**src/rtl/fifo_rd_stream.sv**
```systemverilog
// fifo_rd_stream: drains fifo_async through its fixed read latency and re-presents
// the words as a full-throughput valid/ready stream with flush and a transfer counter.
module fifo_rd_stream #(
  parameter int unsigned DATA_WIDTH = 8,
  parameter int unsigned RD_LATENCY = 1,
  parameter int unsigned CNT_WIDTH  = 16
) (
  input  logic                  rd_clk,
  input  logic                  rd_rst_n,
  input  logic                  empty,
  input  logic [DATA_WIDTH-1:0] rd_data,
  output logic                  rd_en,
  output logic                  m_valid,
  output logic [DATA_WIDTH-1:0] m_data,
  input  logic                  m_ready,
  input  logic                  flush,
  output logic [CNT_WIDTH-1:0]  xfer_count
);

  localparam int unsigned BUF_DEPTH = RD_LATENCY + 2;
  localparam int unsigned PTR_W     = $clog2(BUF_DEPTH);
  localparam int unsigned OCC_W     = $clog2(BUF_DEPTH + 1);
  localparam int unsigned SUM_W     = OCC_W + 1;
  localparam int unsigned IFL_W     = $clog2(RD_LATENCY + 1);

  logic [DATA_WIDTH-1:0] mem_q [BUF_DEPTH];
  logic [PTR_W-1:0]      head_q, head_d;
  logic [PTR_W-1:0]      tail_q, tail_d;
  logic [OCC_W-1:0]      occ_q, occ_d;
  logic [RD_LATENCY-1:0] pend_q, pend_d;
  logic [CNT_WIDTH-1:0]  cnt_q, cnt_d;
  logic [IFL_W-1:0]      inflight;
  logic                  cap;
  logic                  pop;

  function automatic logic [PTR_W-1:0] ptr_inc(input logic [PTR_W-1:0] p);
    return (p == PTR_W'(BUF_DEPTH - 1)) ? '0 : p + PTR_W'(1);
  endfunction

  // Reads already issued but not yet captured.
  always_comb begin
    inflight = '0;
    for (int i = 0; i < int'(RD_LATENCY); i++) begin
      inflight = inflight + IFL_W'(pend_q[i]);
    end
  end

  // Issue only when every issued read is guaranteed a buffer slot; m_ready is not involved.
  assign rd_en = rd_rst_n & ~empty & ~flush &
                 ((SUM_W'(occ_q) + SUM_W'(inflight)) < SUM_W'(BUF_DEPTH));

  assign cap        = pend_q[RD_LATENCY-1];
  assign m_valid    = (occ_q != '0);
  assign m_data     = mem_q[head_q];
  assign pop        = m_valid & m_ready;
  assign xfer_count = cnt_q;

  always_comb begin
    head_d = head_q;
    tail_d = tail_q;
    occ_d  = occ_q;
    cnt_d  = cnt_q;
    pend_d = RD_LATENCY'({pend_q, rd_en});

    if (cap) tail_d = ptr_inc(tail_q);
    if (pop) head_d = ptr_inc(head_q);

    case ({cap, pop})
      2'b10:   occ_d = occ_q + OCC_W'(1);
      2'b01:   occ_d = occ_q - OCC_W'(1);
      default: occ_d = occ_q;
    endcase

    if (pop && (cnt_q != '1)) cnt_d = cnt_q + CNT_WIDTH'(1);

    // Flush drops buffered and in-flight words but keeps the counter.
    if (flush) begin
      head_d = '0;
      tail_d = '0;
      occ_d  = '0;
      pend_d = '0;
    end
  end

  always_ff @(posedge rd_clk) begin
    if (!rd_rst_n) begin
      head_q <= '0;
      tail_q <= '0;
      occ_q  <= '0;
      pend_q <= '0;
      cnt_q  <= '0;
      for (int i = 0; i < int'(BUF_DEPTH); i++) begin
        mem_q[i] <= '0;
      end
    end else begin
      head_q <= head_d;
      tail_q <= tail_d;
      occ_q  <= occ_d;
      pend_q <= pend_d;
      cnt_q  <= cnt_d;
      if (cap && !flush) mem_q[tail_q] <= rd_data;
    end
  end

  // Every read was issued with occ+inflight < BUF_DEPTH, so a capture always finds a free slot.
  a_no_capture_when_full: assert property (@(posedge rd_clk) disable iff (!rd_rst_n)
    !(cap && (occ_q == OCC_W'(BUF_DEPTH))));

endmodule

```
**config.mk**
```make
export PLATFORM = sky130hd
export DESIGN_NAME = fifo_rd_stream
export DESIGN_NICKNAME = d
export VERILOG_FILES = /design/src/rtl/fifo_rd_stream.sv
export SDC_FILE = /design/constraint.sdc
export NUM_CORES = 1
export LEC_CHECK = 0
export BUFFER_PORTS_ARGS = -buffer_cell sky130_fd_sc_hd__clkbuf_2
export CAP_MARGIN = 0
export CORE_MARGIN = 3
export CORE_UTILIZATION = 25
export CTS_CLUSTER_SIZE = 25
export DETAILED_ROUTE_END_ITERATION = 7
export GPL_ROUTABILITY_DRIVEN = 0
export MAX_ROUTING_LAYER = met4
export PLACE_DENSITY_LB_ADDON = 0.08
export SLEW_MARGIN = 20
export SYNTH_ARGS = -nofsm -noshare
export SYNTH_HDL_FRONTEND = slang
export SYNTH_SLANG_ARGS = --single-unit
```
**constraint.sdc**
```tcl
create_clock -name rd_clk -period 2.29 [get_ports rd_clk]
set_clock_uncertainty 0.1 [all_clocks]
set_input_delay 0.229 -clock rd_clk [delete_from_list [all_inputs] [get_ports rd_clk]]
set_output_delay 0.229 -clock rd_clk [all_outputs]
set_load 0.01 [all_outputs]
```
; Yosys cells after proc, flatten, opt, wreduce, memory -nomap -nowiden
; Memories as Yosys holds them, arrays and structs flattened. A register that Yosys moved wholly into a read port is not among the register bits.
; Index checks and enable logic that the tools add are counted.
[classes]
n_mux = 12
n_lt_le_gt_ge = 1
n_reduce_logical = 7
eq_ne = 5
bitwise_logic = 7
n_addsub = 6
[op_table]
columns = operator, n
row1 = 16-bit by 1-bit adder with 16-bit output (second input constant), 1
row2 = 16-bit inequality test (second input constant), 1
row3 = 2-bit two-way mux, 5
row4 = 8-bit two-way mux, 1
row5 = 8-bit OR reduction, 1
row6 = 2-bit by 1-bit adder with 2-bit output (second input constant), 3
row7 = 2-bit equality test (second input constant), 3
row8 = 1-bit two-way mux, 5
row9 = 1-bit bitwise AND, 4
row10 = 2-bit one-hot mux with 2 select lines, 1
row11 = 2-bit nonzero test, 2
row12 = 2-bit by 1-bit adder with 3-bit output, 1
row13 = 3-bit by 2-bit less-than comparator with 1-bit output (second input constant), 1
row14 = 1-bit NOT, 3
row15 = 2-bit by 1-bit equality test with 1-bit output (second input constant), 1
row16 = 1-bit logical AND, 2
row17 = 2-bit OR reduction, 1
row18 = 2-bit by 1-bit subtractor with 2-bit output (second input constant), 1
row19 = 1-bit logical NOT, 1
[word_totals]
mem_bits_rw = 24
ff_bits = 23
out_inout_bits = 26
input_bits = 13
wordCells = 44
memories = 1
[mem_list]
columns = name, words, width, read_ports, rd_clocked_by_memory_dff, wr, line_no
row1 = mem_q, 3, 8, 1, 1, 3, 26  ; logic [DATA_WIDTH-1:0] mem_q [BUF_DEPTH];

; Longest topological paths before layout
[depth]
ltp_word = 7
depth_mapped = 7
ltp_nobuf = 6

; Least setup slack after synthesis
; OpenSTA, ideal clock, no wires.
[synth_timing]
kind = flip-flop to flip-flop
from = reg cnt_q[0] (netlist: xfer_count[0])
to = reg cnt_q[10] (netlist: xfer_count[10])
setup_slack_ns = 0.356
arrival_ns = 1.763
stages_incl_launch_ff = 6
required_ns = 2.120
synth_period_minus_slack_ns = 1.934
setup_ns = 0.070
path_buffers = 0
cell_sequence = dfxtp_1 ha_1 nand4_2 or3_4 or4_1 a21oi_1
[synth_between]
elab_chain_cells = 2
elab_cells_between_ends = 3
cone_classes = 1 x add/sub / 1 x eq/ne / 1 x reduce/logical
[synth_lines]
columns = element, line_no
row1 = from (decl), 31  ; logic [CNT_WIDTH-1:0] cnt_q, cnt_d;
row2 = from (signal assigned), 100  ; cnt_q <= cnt_d;
row3 = "parallel branches: the longest is 2 deep, another holds 16-bit by 1-bit adder with 16-bit output", n/a
; Several ways; the timed one is not identified.
; A chain may end at the register's enable or synchronous reset.

; Worst setup path after layout
[layout_timing]
from = reg occ_q[0]
to = out rd_en
[layout_between]
elab_chain_cells = 3
[layout_lines]
columns = element, line_no
row1 = from (decl), 29  ; logic [OCC_W-1:0] occ_q, occ_d;
row2 = from (signal assigned), 89  ; occ_q <= '0;
row3 = from (signal assigned), 98  ; occ_q <= occ_d;
row4 = 2-bit by 1-bit adder with 3-bit output, 50  ; ((SUM_W'(occ_q) + SUM_W'(inflight)) < SUM_W'(BUF_DEPTH));
row5 = 3-bit by 2-bit less-than comparator with 1-bit output, 50
row6 = 1-bit bitwise AND, 49  ; assign rd_en = rd_rst_n & ~empty & ~flush &
row7 = to (decl), 12  ; output logic rd_en,
; Every way passes these cells.

==> metrics <==
run status=finished clean; Post-CTS Setup Bufs=0; CTS Root Cell=sky130_fd_sc_hd__clkbuf_8; via count=1,877; unrepaired setup endpoints after global routing=no; max_slew headroom=between 60 and 70%; Clk Latency, worst-skew pair=330 ps; hold-fix buffers at CTS=3; worst setup path endpoint=rd_en; global routing usage summed across all routing layers=around 12%; number of nets produced by synthesis=233; Synth Cell Area=between 2000 and 3000 sq um; number of clock buffers inserted by TritonCTS=9; minimum clock period=2130 ps; CP most frequent cell=sky130_fd_sc_hd__ha_1; clock transition at the registers of the reported paths=roughly 70 ps; number of synthesized flops with an enable pin=32; global-route wire length before repair=10.2 mm; largest fanout on the critical path=5; number of standard cells in the final layout excluding fillers=between 400 and 500; Worst R2R End=xfer_count[10]; largest net degree at the start of global routing=19; actual slew at the worst max-slew pin=495 ps; maximum single-stage delay on the critical path=410 ps; width of the die=approximately 110 microns; areal power density over the cells=a little under 700 nW/um^2; setup slack, reg-to-reg=around 270 ps; achievable clock frequency=470 MHz; Hold Path Cell Cnt=1; vertical die dimension=between 100 and 150 microns; routed wire length per instance=~15 microns; setup_tns=0 ps; critical path endpoint category=output pin; share of synthesized registers carrying an async set or reset=0%; initial antenna violation count=0; Top-Level Pins=39; quantity of gates resized following cts=0; Total Die Area=approximately 12,000 sq um; data required time of the critical path=1960 ps; number of buffers added on ports=38; Worst IR Drop VDD=0.275 mV; placeable core region=9950 sq um; Warnings, synthesis=0; Diodes inserted=0; share of cells above drive strength 1=between 20 and 30%; DRC marker count from the first detailed-route iteration=55; Sinks on Clock Net=57; std cell rows=36; Fill cells=1,022; count of maximum capacitance violations=0; critical register-to-register path startpoint=xfer_count[0]; total congestion overflow after global routing=0; slowest stage cell, crit path=sky130_fd_sc_hd__a2111oi_0; H-tree Lvls=3; number of global-route vias before repair=about 1,900; Mapped Cells=216; DP HPWL=around 4.4 mm; Top FF cell, synth=sky130_fd_sc_hd__edfxtp_1; Yosys cell types=45; vias per cell=~4.6; proportion of synthesized chip area in sequential cells=55.9%; synthesized area per cell=between 10 and 15 sq um; post-route core utilization=33.0%; antenna viol nets, final=0; starting utilization of the core area=roughly a quarter; list of cells traversed by the critical path=ha_1, ha_1, a2111oi_0, clkbuf_2; post-placement cell count=around 390; family with the most delay on the worst path=adder cells; TritonCTS clock tree=built; critical path depth=4; data arrival time of the critical path=approximately 1800 ps; number of detailed-route iterations in the first pass=4; number of cell instances on the worst register-to-register path=5; Max Slew Vio Count=0; worst slack, placed=around 300 ps; startpoint of the most critical setup path=occ_q[0]; category of the most critical setup path=flip-flop to output pin; final hold viol count=0; buffer depth of the longest clock path=2; Post-Layout Inst Area=3280 sq um; drt drc=0; Yosys reg bits=between 50 and 60; CP startpoint kind=flip-flop; Final Net Count=roughly 290; Total Wirelength=6.25 mm; path type of the worst min-delay path=primary input to flip-flop; number of buffer and inverter instances along the worst setup path=1; endpoints failing setup=0; layout-stage area growth over the synthesis result=25.6%; crit share post-route=between 90% and 100%; setup ws final=162 ps; reported leakage power=~1.2 nW; Placed Area=3010 sq um
## area by class of cell
| type | instances | area, sq um | area share [%] |
|---|---|---|---|
| sequential | 57 | 1460 | 44.5 |
| multi-input combinational | 146 | 1090 | 33.3 |
| timing repair buffer | 53 | 330 | 10.1 |
| tap | 133 | 166 | 5.07 |
| clock buffer | 10 | 128 | 3.89 |
| clock inverter | 6 | 82.6 | 2.52 |
| inverter | 5 | 18.8 | 0.572 |
## sequential cells by signal, indices dropped and copies added (netlist names), named ones only
| register | flops |
|---|---|
| tail_q | 2 |
| head_q | 2 |
| cap | 1 |
| mem_q | 32 |
| xfer_count | 16 |
| occ_q | 2 |
## per-stage QoR
step | hold slack [ps] | total power, mW
detailed placement | 326 | 1.21
floorplan | 212 | 1.17
finish | 16.1 | 2.21
CTS | 2.02 | 2.25
global placement | 324 | 1.21
global route | 8.70 | 2.32
## worst reg2reg max path, cell delays in order (launching register included)
cell	delay, ps
sky130_fd_sc_hd__dfxtp_1	380
sky130_fd_sc_hd__ha_1	280
sky130_fd_sc_hd__nand4_2	190
sky130_fd_sc_hd__or3_4	390
sky130_fd_sc_hd__or4_1	470
sky130_fd_sc_hd__a21oi_1	140
## metal layers
metal / track usage (%) / part of all wire, % / vias up
met5: - / 0 / -
met4: 3.25 / 1.0 / 0
met3: 4.90 / 4.2 / 7
met2: 20.1 / 50 / 39
met1: 13.8 / 45 / 895
li1: - / - / 936
## worst min-delay path by stage
stage / start / end
5_1_grt: rd_data[7] / mem_q[3][7]
4_1_cts: rd_data[7] / mem_q[3][7]
6_report: rd_data[7] / mem_q[3][7]
3_3_place_gp: empty / cap
3_5_place_dp: empty / cap
2_1_floorplan: empty / cap
## power breakdown
part	internal [mW]	switching [mW]	total [mW]	leakage, nW
logic	0.0406	0.0515	0.0920	0.603
clock network	0.607	0.404	1.01	0.108
registers	1.10	0.00769	1.10	0.521
total	1.74	0.464	2.21	1.23
## layout by cell type, fill, tap and decap left out, types with 3 or more instances in the layout
cell type,instances
sky130_fd_sc_hd__clkbuf_2,38
sky130_fd_sc_hd__edfxtp_1,32
sky130_fd_sc_hd__and2_1,25
sky130_fd_sc_hd__dfxtp_1,25
sky130_fd_sc_hd__a21oi_1,15
sky130_fd_sc_hd__nand2_1,12
sky130_fd_sc_hd__clkbuf_8,9
sky130_fd_sc_hd__mux4_2,8
sky130_fd_sc_hd__buf_4,8
sky130_fd_sc_hd__nand2b_1,7
sky130_fd_sc_hd__nor2_1,7
sky130_fd_sc_hd__or4_1,7
sky130_fd_sc_hd__nor3_1,6
sky130_fd_sc_hd__dlygate4sd3_1,6
sky130_fd_sc_hd__o21ai_1,5
sky130_fd_sc_hd__nand3_1,5
sky130_fd_sc_hd__inv_1,4
sky130_fd_sc_hd__o31ai_1,4
sky130_fd_sc_hd__nand4_1,4
sky130_fd_sc_hd__ha_1,4
sky130_fd_sc_hd__nand4_2,3
sky130_fd_sc_hd__or3_1,3
sky130_fd_sc_hd__nor4_1,3
sky130_fd_sc_hd__mux2i_1,3
## synth_stat cells (3+ instances only)
cell / instances / area [sq um]
sky130_fd_sc_hd__mux4_2: 8 / 180
sky130_fd_sc_hd__edfxtp_1: 32 / 961
sky130_fd_sc_hd__and2_1: 25 / 156
sky130_fd_sc_hd__or4_1: 7 / 52.6
sky130_fd_sc_hd__o21ai_1: 5 / 25.0
sky130_fd_sc_hd__nor2_1: 7 / 26.3
sky130_fd_sc_hd__inv_1: 4 / 15.0
sky130_fd_sc_hd__nand4_1: 4 / 25.0
sky130_fd_sc_hd__o31ai_1: 4 / 30.0
sky130_fd_sc_hd__nand2_1: 12 / 45.0
sky130_fd_sc_hd__clkbuf_1: 4 / 15.0
sky130_fd_sc_hd__dfxtp_1: 25 / 500
sky130_fd_sc_hd__nor3_1: 6 / 30.0
sky130_fd_sc_hd__nand4_2: 3 / 37.5
sky130_fd_sc_hd__a21oi_1: 15 / 75.1
sky130_fd_sc_hd__nand2b_1: 7 / 43.8
sky130_fd_sc_hd__nor4_1: 3 / 18.8
sky130_fd_sc_hd__nand3_1: 5 / 25.0
sky130_fd_sc_hd__or3_1: 3 / 18.8
sky130_fd_sc_hd__ha_1: 4 / 50.1
sky130_fd_sc_hd__mux2i_1: 3 / 30.0
## cell families after synthesis
kind of cell    share of synthesized area [%]
xor+xnor                                0.671
compound gates                           7.38
flops                                    55.9
fa+ha+maj                                1.92
buf+inv                                  2.20
simple gates                             23.9
mux                                      8.05
No activity file was read; power rests on OpenSTA's default activity.
